--- src/rtl/xs3_pkg.sv ---
// xs3_pkg: constants shared by the packed-BCD to excess-3 sequencer.
//   State encoding (IDLE/CONV/DONE), nibble and XS3 slice widths,
//   the excess-3 offset and the largest legal BCD digit.
package xs3_pkg;

  localparam int NIB_W = 4;
  localparam int XS3_W = 5;

  localparam logic [1:0] IDLE = 2'd0;
  localparam logic [1:0] CONV = 2'd1;
  localparam logic [1:0] DONE = 2'd2;

  localparam logic [XS3_W-1:0] XS3_OFFSET = 5'd3;
  localparam logic [NIB_W-1:0] BCD_MAX    = 4'd9;

  // True when a nibble is not a legal BCD digit (10..15).
  function automatic logic bcd_invalid(input logic [NIB_W-1:0] nib);
    return nib > BCD_MAX;
  endfunction

endpackage

--- src/rtl/bin_to_xs3.sv ---
// bin_to_xs3: combinational 4-bit binary to 5-bit excess-3 converter.
//   a : 4-bit input value
//   y : a + 3, 5 bits wide so inputs 13..15 do not wrap
module bin_to_xs3
  import xs3_pkg::*;
(
  input  logic [NIB_W-1:0] a,
  output logic [XS3_W-1:0] y
);

  assign y = {1'b0, a} + XS3_OFFSET;

endmodule

--- src/rtl/xs3_digit_sequencer.sv ---
// xs3_digit_sequencer: converts DIGITS packed BCD nibbles to excess-3 by
// time-sharing one bin_to_xs3 converter, one nibble per clock.
//   clk   : system clock, rising edge
//   rst   : asynchronous active-high reset
//   start : conversion request, sampled only in IDLE
//   din   : packed BCD input, digit k = din[4k+3:4k], digit 0 first
//   busy  : high during CONV
//   done  : one-cycle pulse when dout is valid
//   dout  : packed excess-3 result, slice k = dout[5k+4:5k]
//   err   : sticky invalid-BCD flag, only when XS3_SEQ_BCD_CHECK_EN is
//           defined; otherwise tied to 0
//
// state | meaning
// IDLE  | waiting for start; dout/err hold last result
// CONV  | one nibble converted and stored per clock
// DONE  | single-cycle completion pulse, then back to IDLE
module xs3_digit_sequencer
  import xs3_pkg::*;
#(
  parameter int DIGITS = 4,
  localparam int IDX_W = (DIGITS > 1) ? $clog2(DIGITS) : 1
) (
  input  logic                    clk,
  input  logic                    rst,
  input  logic                    start,
  input  logic [NIB_W*DIGITS-1:0] din,
  output logic                    busy,
  output logic                    done,
  output logic [XS3_W*DIGITS-1:0] dout,
  output logic                    err
);

  localparam logic [IDX_W-1:0] LAST_IDX = IDX_W'(DIGITS - 1);

  logic [1:0]              state_q, state_d;
  logic [IDX_W-1:0]        idx_q, idx_d;
  logic [NIB_W*DIGITS-1:0] din_q, din_d;
  logic [XS3_W*DIGITS-1:0] dout_q, dout_d;
  logic [NIB_W-1:0]        cur_nib;
  logic [XS3_W-1:0]        cur_xs3;

  // Converter always sees the latched word, never live din.
  always_comb begin
    cur_nib = '0;
    for (int k = 0; k < DIGITS; k++) begin
      if (idx_q == IDX_W'(k)) cur_nib = din_q[k*NIB_W +: NIB_W];
    end
  end

  bin_to_xs3 u_conv (
    .a (cur_nib),
    .y (cur_xs3)
  );

  always_comb begin
    state_d = state_q;
    idx_d   = idx_q;
    din_d   = din_q;
    dout_d  = dout_q;
    case (state_q)
      IDLE: begin
        if (start) begin
          din_d   = din;
          dout_d  = '0;
          idx_d   = '0;
          state_d = CONV;
        end
      end
      CONV: begin
        for (int k = 0; k < DIGITS; k++) begin
          if (idx_q == IDX_W'(k)) dout_d[k*XS3_W +: XS3_W] = cur_xs3;
        end
        if (idx_q == LAST_IDX) begin
          idx_d   = '0;
          state_d = DONE;
        end else begin
          idx_d = idx_q + 1'b1;
        end
      end
      DONE:    state_d = IDLE;
      default: state_d = IDLE;
    endcase
  end

  always_ff @(posedge clk or posedge rst) begin
    if (rst) begin
      state_q <= IDLE;
      idx_q   <= '0;
      din_q   <= '0;
      dout_q  <= '0;
    end else begin
      state_q <= state_d;
      idx_q   <= idx_d;
      din_q   <= din_d;
      dout_q  <= dout_d;
    end
  end

`ifdef XS3_SEQ_BCD_CHECK_EN
  logic err_q, err_d;

  always_comb begin
    err_d = err_q;
    if (state_q == IDLE && start) err_d = 1'b0;
    else if (state_q == CONV && bcd_invalid(cur_nib)) err_d = 1'b1;
  end

  always_ff @(posedge clk or posedge rst) begin
    if (rst) err_q <= 1'b0;
    else     err_q <= err_d;
  end

  assign err = err_q;
`else
  assign err = 1'b0;
`endif

  assign busy = (state_q == CONV);
  assign done = (state_q == DONE);
  assign dout = dout_q;

endmodule

--- config.mk ---
export PLATFORM = sky130hd
export DESIGN_NAME = xs3_digit_sequencer
export DESIGN_NICKNAME = d
export VERILOG_FILES = /design/src/rtl/xs3_pkg.sv /design/src/rtl/bin_to_xs3.sv /design/src/rtl/xs3_digit_sequencer.sv
export SDC_FILE = /design/constraint.sdc
export NUM_CORES = 1
export LEC_CHECK = 0
export CORE_MARGIN = 5
export CORE_UTILIZATION = 54
export CTS_BUF_LIST = sky130_fd_sc_hd__clkbuf_16
export DETAILED_ROUTE_END_ITERATION = 6
export PLACE_DENSITY = 0.85
export SLEW_MARGIN = 0
export SYNTH_ARGS = -nofsm -noshare
export SYNTH_HDL_FRONTEND = slang
export SYNTH_SLANG_ARGS = --single-unit
export TNS_END_PERCENT = 100
--- constraint.sdc ---
create_clock -name clk -period 6.3 [get_ports clk]
set_input_delay 1.89 -clock clk [delete_from_list [all_inputs] [get_ports clk]]
set_output_delay 1.89 -clock clk [all_outputs]
set_load 0.01 [all_outputs]
==> results.md, run 1 <==
* Clk slew on worst S/H paths at 0.05 ns
* Nets@finish at 252
* Max cap viols at 0
* Vias per cell at 5.40
* Power Dens Cells at 564 nW/um^2
* Synth Area in Adders at 0.0330
* Worst VDD drop at 261 uV
* Hold Crit Start: din_q[15]
* Gr usage total at 0.176
* Vert. Die Dim at 69.3 um
* Synth Area in Simple Gates at 0.201
* R2R setup slack at 3.69 ns
* WL/cell at 14.7 um
* Largest family of logic cells by synthesized area: simple AND/OR/NAND/NOR gates
* Row count at 21
* Worst EP required at 4.41 ns
* Slew HR at 0.411
* XOR/XNOR Fraction of Synth Area at 0.00462
* Placed Cells at 267
* Syn avg cell area at 10.0 sq um
* Fin crit share at 0.627
* Initial antenna violation count at 0
* Initial Util at 0.564
* Clock skew at 0.00573 ns
* Finished Layout Cells at 275
* Max Slew Vio Count at 0
* Layout area overhead at 28.8%
* Setup WS post-layout at 2.35 ns
* GRT Residual Overflow at 0
* # setup viols final at 0
* First-pass GRT wire length at 6730 um
* # clock sinks at 40
* Total power draw at 1.38 mW
* Core ar. at 3360 sq um
* Seq/Total Area, Yosys at 0.528
* Yosys reg bits at 40
* Mux contribution to synthesized area at 0.0528
* Fin area at 2440 sq um
* Crit-path max FO at 13
* PortBufs at 40
* Setup Buffers After CTS at 0
* Gates resized, CTS repair at 0
* DRT iter0 DRCs at 131
* Vias after detailed routing at 1485
* Setup crit start kind: flip-flop
* Syn Inst Count at 189
* Worst Hold Path EP: din_q[15]
* Critical Path Sink Type: primary output
* Syn_nets at 213
* Post-synthesis cell area at 1900 sq um
* Max Clk Rate at 253 MHz
* Hpwl dp at 2960 um
* Hold depth at 2
* Clock Root Buffer: clkbuf_16
* CTS tree: done
* Reg-to-reg critical path endpoint: dout[17]
* Worst r2r src: idx_q[1]
* Worst-path cell chain: nand2b_1 -> clkinv_1 -> clkdlybuf4s50_1
* Worst Path Arrival at 2.06 ns
* Pin count of the biggest net entering global routing at 41
* CTS Hold Bufs at 0
* Die area at 4800 sq um
* # fillers at 271
* Ant. Diodes at 0
* CP peak stage delay at 0.57 ns
* Least-Margin Pin Slew at 0.883 ns
* CP Class: reg -> out
* Final RePlAce weighted congestion at 0.864
* Compound-Gate Fraction of Synth Area at 0.133
* Ys Warns at 0
* Routed Antenna Nets at 0
* Final hold vios at 0
* Hold crit path type: reg -> reg
* Min Tclk post-route at 3.95 ns
* Chip width at 69.3 um
* Post-synthesis cell type count at 34
* Vias in the first global route at 1460
* Ports at 42
* Clock Latency Late Sink at 0.28 ns
* DRC Markers at 0
* CTS Buf Count at 5
* Reg2reg path depth at 9
* Placed Area at 2300 sq um
* H-tree depth at 2
* Pre-CTS setup slack at 2.46 ns
* Leak at 1.13 nW
* Drt total wl at 4040 um
* Outcome: completed
* RSZ-0062 raised after global routing: no
* Layout cell share with drive strength beyond 1 at 0.0917
* Slowest cell on the critical path: clkdlybuf4s50_1
* Max clock buf depth at 2
* TNS Setup at 0 ns
* Drt pass-1 iters at 4
## worst max-delay path, delay by kind of cell (launching register included)
kind / cells / cell delay (ns)
buffers and inverters: 2 / 0.94
flip-flops: 1 / 0.43
AND/OR/NAND/NOR: 1 / 0.40
## stage by stage
| stage | util | hold slack [ns] |
|---|---|---|
| 6_report | 0.727 | 0.468 |
| 5_1_grt | 0.727 | 0.505 |
| 3_3_place_gp | 0.685 | 0.451 |
| 3_5_place_dp | 0.685 | 0.462 |
| 2_1_floorplan | - | 0.437 |
| 4_1_cts | 0.727 | 0.476 |
## state kept, by name, summed over array words and instances, names as in the netlist
signal,flops
dout,20
din_q,16
idx_q,2
state_q,2
## cells in the final DEF, fill, tap and decap left out, types with 5 or more instances in the layout
cell,n
dfrtp_1,40
nor2_1,8
o31ai_1,5
nand2_1,55
o21ai_0,8
clkbuf_16,5
inv_1,7
clkdlybuf4s50_1,40
ha_1,5
## worst max-delay path by stage
stage | start | to | slack [ns] | depth (start not counted)
after floorplan | start | dout[2] | 3.32 | 4
after global placement | start | dout[3] | 2.52 | 4
after detailed placement | start | dout[3] | 2.46 | 4
after CTS | state_q[0] | busy | 2.35 | 3
after global routing | state_q[0] | busy | 2.21 | 3
final | state_q[0] | busy | 2.35 | 3
## cells by family (layout without fill, tap and decap cells)
family	count (synthesis)	after routing
compound gates	34	34
xor+xnor	1	1
fa+ha+maj	5	5
buf+inv	17	57
flops	40	40
mux	9	9
other cells	1	1
simple gates	82	82
## power by group
group / total (mW) / leakage (nW) / switching, mW / internal [mW]
clock: 0.237 / 0.0710 / 0.0939 / 0.144
combinational: 0.688 / 0.552 / 0.372 / 0.316
sequential: 0.451 / 0.507 / 0.0755 / 0.376
total: 1.38 / 1.13 / 0.541 / 0.836
## area by class of cell
class	instances	area (sq um)	area share
flip-flops and latches	40	1000	0.410
multi-input cells	132	808	0.331
repair buffers	41	408	0.167
clock buffers	5	125	0.0512
well taps	46	57.6	0.0236
inverters	8	30.0	0.0123
clock inverters	3	13.8	0.00563
## cell usage after synthesis
cell type	count	share of area
clkbuf_1	4	0.0079
o21ai_1	4	0.011
a221oi_2	1	0.0079
mux2_1	4	0.024
a211oi_2	4	0.026
nand3b_4	1	0.011
mux2_2	4	0.024
inv_1	7	0.014
nand3b_1	3	0.012
o21ai_2	2	0.0092
a211oi_1	2	0.0079
and2_1	2	0.0066
nor3b_1	3	0.012
xor2_1	1	0.0046
dfrtp_1	40	0.53
nor2_1	8	0.016
nand2_1	55	0.11
buf_4	2	0.0079
buf_2	1	0.0026
buf_6	2	0.012
nand2b_1	3	0.0099
clkinv_1	1	0.0020
ha_1	5	0.033
a32o_1	2	0.011
o31ai_1	5	0.020
nor2b_1	4	0.013
or3_1	1	0.0033
o21ai_0	8	0.021
nand3_1	1	0.0026
or3b_4	1	0.0059
conb_1	1	0.0020
o2bb2ai_1	2	0.0092
a21oi_1	4	0.011
mux2i_1	1	0.0053
## per-layer routing
metal	GRT usage	part of all wire	wire (um)	vias up
met5	0	0	0	-
met1	0.213	0.43	1730	722
li1	-	-	-	712
met2	0.285	0.50	2010	42
met4	0.0824	0.018	74	0
met3	0.0565	0.054	218	9
Note: power is estimated with default switching activity, not from simulation.
==> inputs of run 2 (changes only) <==
--- a/config.mk
+++ b/config.mk
@@ -6,10 +6,10 @@
 export NUM_CORES = 1
 export LEC_CHECK = 0
 export CORE_MARGIN = 5
-export CORE_UTILIZATION = 54
+export CORE_UTILIZATION = 45
 export CTS_BUF_LIST = sky130_fd_sc_hd__clkbuf_16
 export DETAILED_ROUTE_END_ITERATION = 6
-export PLACE_DENSITY = 0.85
+export PLACE_DENSITY = 0.75
 export SLEW_MARGIN = 0
 export SYNTH_ARGS = -nofsm -noshare
 export SYNTH_HDL_FRONTEND = slang
==> constraint.sdc (replaced) <==
create_clock -name clk -period 3.4 [get_ports clk]
set_input_delay 1.02 -clock clk [delete_from_list [all_inputs] [get_ports clk]]
set_output_delay 1.02 -clock clk [all_outputs]
set_load 0.01 [all_outputs]
==> results.md, run 2 (same netlist as run 1, synthesis figures left out) <==
* Outcome: completed
* WP buf/inv at 2
* Critical Path Sink Type: primary output
* Worst Path Arrival at 1.99 ns
* Clock Root Buffer: clkbuf_16
* Initial antenna violation count at 0
* GRT Residual Overflow at 0
* Row count at 23
* Setup Buffers After CTS at 0
* Pre-CTS setup slack at 0.608 ns
* RSZ-0062 raised after global routing: no
* Hold crit path type: reg -> reg
* Chip width at 74.9 um
* Fin area at 2450 sq um
* Final RePlAce weighted congestion at 0.744
* Hold_ws at 0.473 ns
* Vert. Die Dim at 74.9 um
* # setup viols final at 0
* Gr usage total at 0.164
* TNS Setup at 0 ns
* CTS Hold Bufs at 0
* First-pass GRT wire length at 6800 um
* Most common cell after layout, fill and taps aside: nand2_1
* Layout cell share with drive strength beyond 1 at 0.0873
* DRT iter0 DRCs at 74
* # clock sinks at 40
* Layout area overhead at 29.2%
* Setup crit start kind: flip-flop
* Die area at 5610 sq um
* Drt pass-1 iters at 4
* Clk slew on worst S/H paths at 0.06 ns
* Max Clk Rate at 332 MHz
* Nets@finish at 253
* Max Slew Vio Count at 0
* Worst VDD drop at 429 uV
* DRC Markers at 0
* Slew HR at 0.581
* Delay-heaviest family, CP: buffers and inverters
* Ports at 42
* Vias in the first global route at 1394
* Worst EP required at 2.38 ns
* Commonest cells after routing, fill and taps aside: nand2_1 (55), dfrtp_1 (40), clkdlybuf4s50_1 (40), nor2_1 (8), o21ai_0 (8)
* Worst-path cell chain: nand2b_1 -> clkinv_1 -> clkdlybuf4s50_1
* CTS tree: done
* Clock Latency Late Sink at 0.28 ns
* Total power draw at 2.52 mW
* Placed Area at 2320 sq um
* Leak at 1.13 nW
* Setup WS post-layout at 0.391 ns
* Vias per cell at 4.98
* Routed Antenna Nets at 0
* Vias after detailed routing at 1390
* Initial Util at 0.467
* Slowest cell on the critical path: clkdlybuf4s50_1
* Core ar. at 4060 sq um
* Hpwl dp at 2800 um
* Pin count of the biggest net entering global routing at 41
* R2R setup slack at 0.88 ns
* Min Tclk post-route at 3.01 ns
* Gates resized, CTS repair at 0
* Crit-path max FO at 13
* Placed Cells at 272
* PortBufs at 40
* CP Class: reg -> out
* Finished Layout Cells at 279
* Max cap viols at 0
* Drt total wl at 3930 um
* CP peak stage delay at 0.57 ns
* Clock skew at 0.00528 ns
* Largest register FFs at 20
* Ant. Diodes at 0
* H-tree depth at 2
* Least-Margin Pin Slew at 0.626 ns
* WL/cell at 14.1 um
* Final hold vios at 0
* Final core utilization at 0.604
* Max clock buf depth at 2
* Fin crit share at 0.885
* CTS Buf Count at 5
* Power Dens Cells at 1030 nW/um^2
-- run 2: final timing paths --
check                      startpoint  endpoint  cells past startpoint
max                        state_q[0]      busy                      3
min                          din_q[0]  din_q[0]                      2
max reg2reg                  idx_q[1]  dout[17]                      9
min reg2reg                  din_q[0]  din_q[0]                      2
max in group asynchronous         rst   dout[9]                      3
min in group asynchronous         rst  dout[16]                      3
-- run 2: power breakdown --
group | switching, mW | internal, mW | leakage, nW
registers | 0.127 | 0.696 | 0.507
logic | 0.683 | 0.587 | 0.557
clock network | 0.169 | 0.262 | 0.0648
-- run 2: layer usage --
layer	GRT usage	part of all wire
met1	0.218	0.46
met5	0	0
met3	0.0507	0.055
met4	0.0652	0.0092
met2	0.251	0.47
-- run 2: final cells by class --
type	instances	area, sq um
Multi-Input combinational cell	132	808
Clock inverter	2	7.51
Sequential cell	40	1000
Timing Repair Buffer	42	415
Tap cell	50	62.6
Fill cell	357	1610
Clock buffer	5	125
Inverter	8	30.0
-- run 2: worst min-delay path: stages (launching register included) --
cell     delay [ns]
dfrtp_1        0.34
nand2_1        0.05
nand2_1        0.05
==> inputs of run 3 (changes only) <==
--- a/config.mk
+++ b/config.mk
@@ -10,6 +10,7 @@
 export CTS_BUF_LIST = sky130_fd_sc_hd__clkbuf_16
 export DETAILED_ROUTE_END_ITERATION = 6
 export PLACE_DENSITY = 0.75
+export SETUP_SLACK_MARGIN = 0.5
 export SLEW_MARGIN = 0
 export SYNTH_ARGS = -nofsm -noshare
 export SYNTH_HDL_FRONTEND = slang
==> results.md, run 3 (same netlist as run 1, synthesis figures left out) <==
* Power Dens Cells at 1030 nW/um^2
* CP peak stage delay at 0.55 ns
* Max cap viols at 0
* CTS Buf Count at 5
* Worst VDD drop at 429 uV
* Worst Path Arrival at 1.77 ns
* Hold crit path type: reg -> reg
* PortBufs at 40
* # clock sinks at 40
* Chip width at 74.9 um
* Clock Root Buffer: clkbuf_16
* Clk slew on worst S/H paths at 0.06 ns
* Final RePlAce weighted congestion at 0.744
* Drt total wl at 3910 um
* Pin count of the biggest net entering global routing at 41
* Clock skew at 0.00546 ns
* Placed Cells at 272
* Nets@finish at 253
* Placed Area at 2320 sq um
* Critical Path Sink Type: primary output
* # setup viols final at 0
* WL/cell at 14.0 um
* CP Class: reg -> out
* CTS tree: done
* Setup Buffers After CTS at 0
* Vias per cell at 5.00
* Most common cell after layout, fill and taps aside: nand2_1
* Worst-path cell chain: nand2b_2 -> clkinv_1 -> clkdlybuf4s50_1
* Vias after detailed routing at 1394
* Max clock buf depth at 2
* Least-Margin Pin Slew at 0.624 ns
* Commonest cells after routing, fill and taps aside: nand2_1 (55), dfrtp_1 (40), clkdlybuf4s50_1 (40), nor2_1 (8), o21ai_0 (8)
* H-tree depth at 2
* TNS Setup at 0 ns
* Outcome: completed
* R2R setup slack at 0.88 ns
* Vert. Die Dim at 74.9 um
* Final core utilization at 0.604
* Vias in the first global route at 1396
* Fin area at 2450 sq um
* Max Clk Rate at 359 MHz
* Drt pass-1 iters at 4
* DRT iter0 DRCs at 80
* Initial antenna violation count at 0
* Die area at 5610 sq um
* Layout cell share with drive strength beyond 1 at 0.0917
* Hpwl dp at 2800 um
* Final hold vios at 0
* Total power draw at 2.53 mW
* Row count at 23
* Gr usage total at 0.164
* Crit-path max FO at 13
* Ant. Diodes at 0
* Hold_ws at 0.474 ns
* Finished Layout Cells at 279
* Setup WS post-layout at 0.615 ns
* Setup crit start kind: flip-flop
* RSZ-0062 raised after global routing: no
* Largest register FFs at 20
* Routed Antenna Nets at 0
* Max Slew Vio Count at 0
* First-pass GRT wire length at 6800 um
* Pre-CTS setup slack at 0.608 ns
* Clock Latency Late Sink at 0.28 ns
* Slowest cell on the critical path: clkdlybuf4s50_1
* Ports at 42
* Fin crit share at 0.819
* GRT Residual Overflow at 0
* Worst EP required at 2.38 ns
* Initial Util at 0.467
* Slew HR at 0.583
* Layout area overhead at 29.3%
* Min Tclk post-route at 2.79 ns
* Core ar. at 4060 sq um
* Leak at 1.13 nW
* DRC Markers at 0
## run 3: cell counts in the layout (fill, tap and decap cells not counted)
No cell type changed its count.
## run 3: worst paths after layout
check | start | endpoint | depth (start not counted)
setup / recovery | state_q[0] | busy | 3
hold / removal | din_q[15] | din_q[15] | 2
setup reg to reg | idx_q[1] | dout[17] | 9
hold reg to reg | din_q[15] | din_q[15] | 2
max in group asynchronous | rst | dout[9] | 3
min in group asynchronous | rst | dout[16] | 3
## run 3: repair_timing
action / CTS / global route
hold buffers: 0 / 0
resized for setup: 1 / 0
setup endpoints to repair: 1 / 0
## run 3: metal layers
metal	vias to the layer above	part of all wire	GRT usage
li1	710	-	-
met1	644	0.46	0.218
met2	38	0.47	0.251
met3	2	0.056	0.0507
met4	0	0.0092	0.0652
met5	-	0	0
## run 3: where the power goes
part	leakage, nW	internal (mW)	switching (mW)	total (mW)
Sequential	0.507	0.696	0.128	0.824
Clock	0.0648	0.262	0.169	0.431
Combinational	0.557	0.589	0.682	1.27
Total	1.13	1.55	0.979	2.53
## run 3: final cells by class
class / instances / area, sq um
inverter: 8 / 30.0
multi-input combinational: 132 / 811
fill: 357 / 1610
tap: 50 / 62.6
clock buffer: 5 / 125
sequential: 40 / 1000
timing repair buffer: 42 / 415
clock inverter: 2 / 7.51
## run 3: critical path, delay by kind of cell, from the launching register on
family / cells / cell delay (ns)
flip-flops: 1 / 0.42
buffers and inverters: 2 / 0.83
AND/OR/NAND/NOR: 1 / 0.23
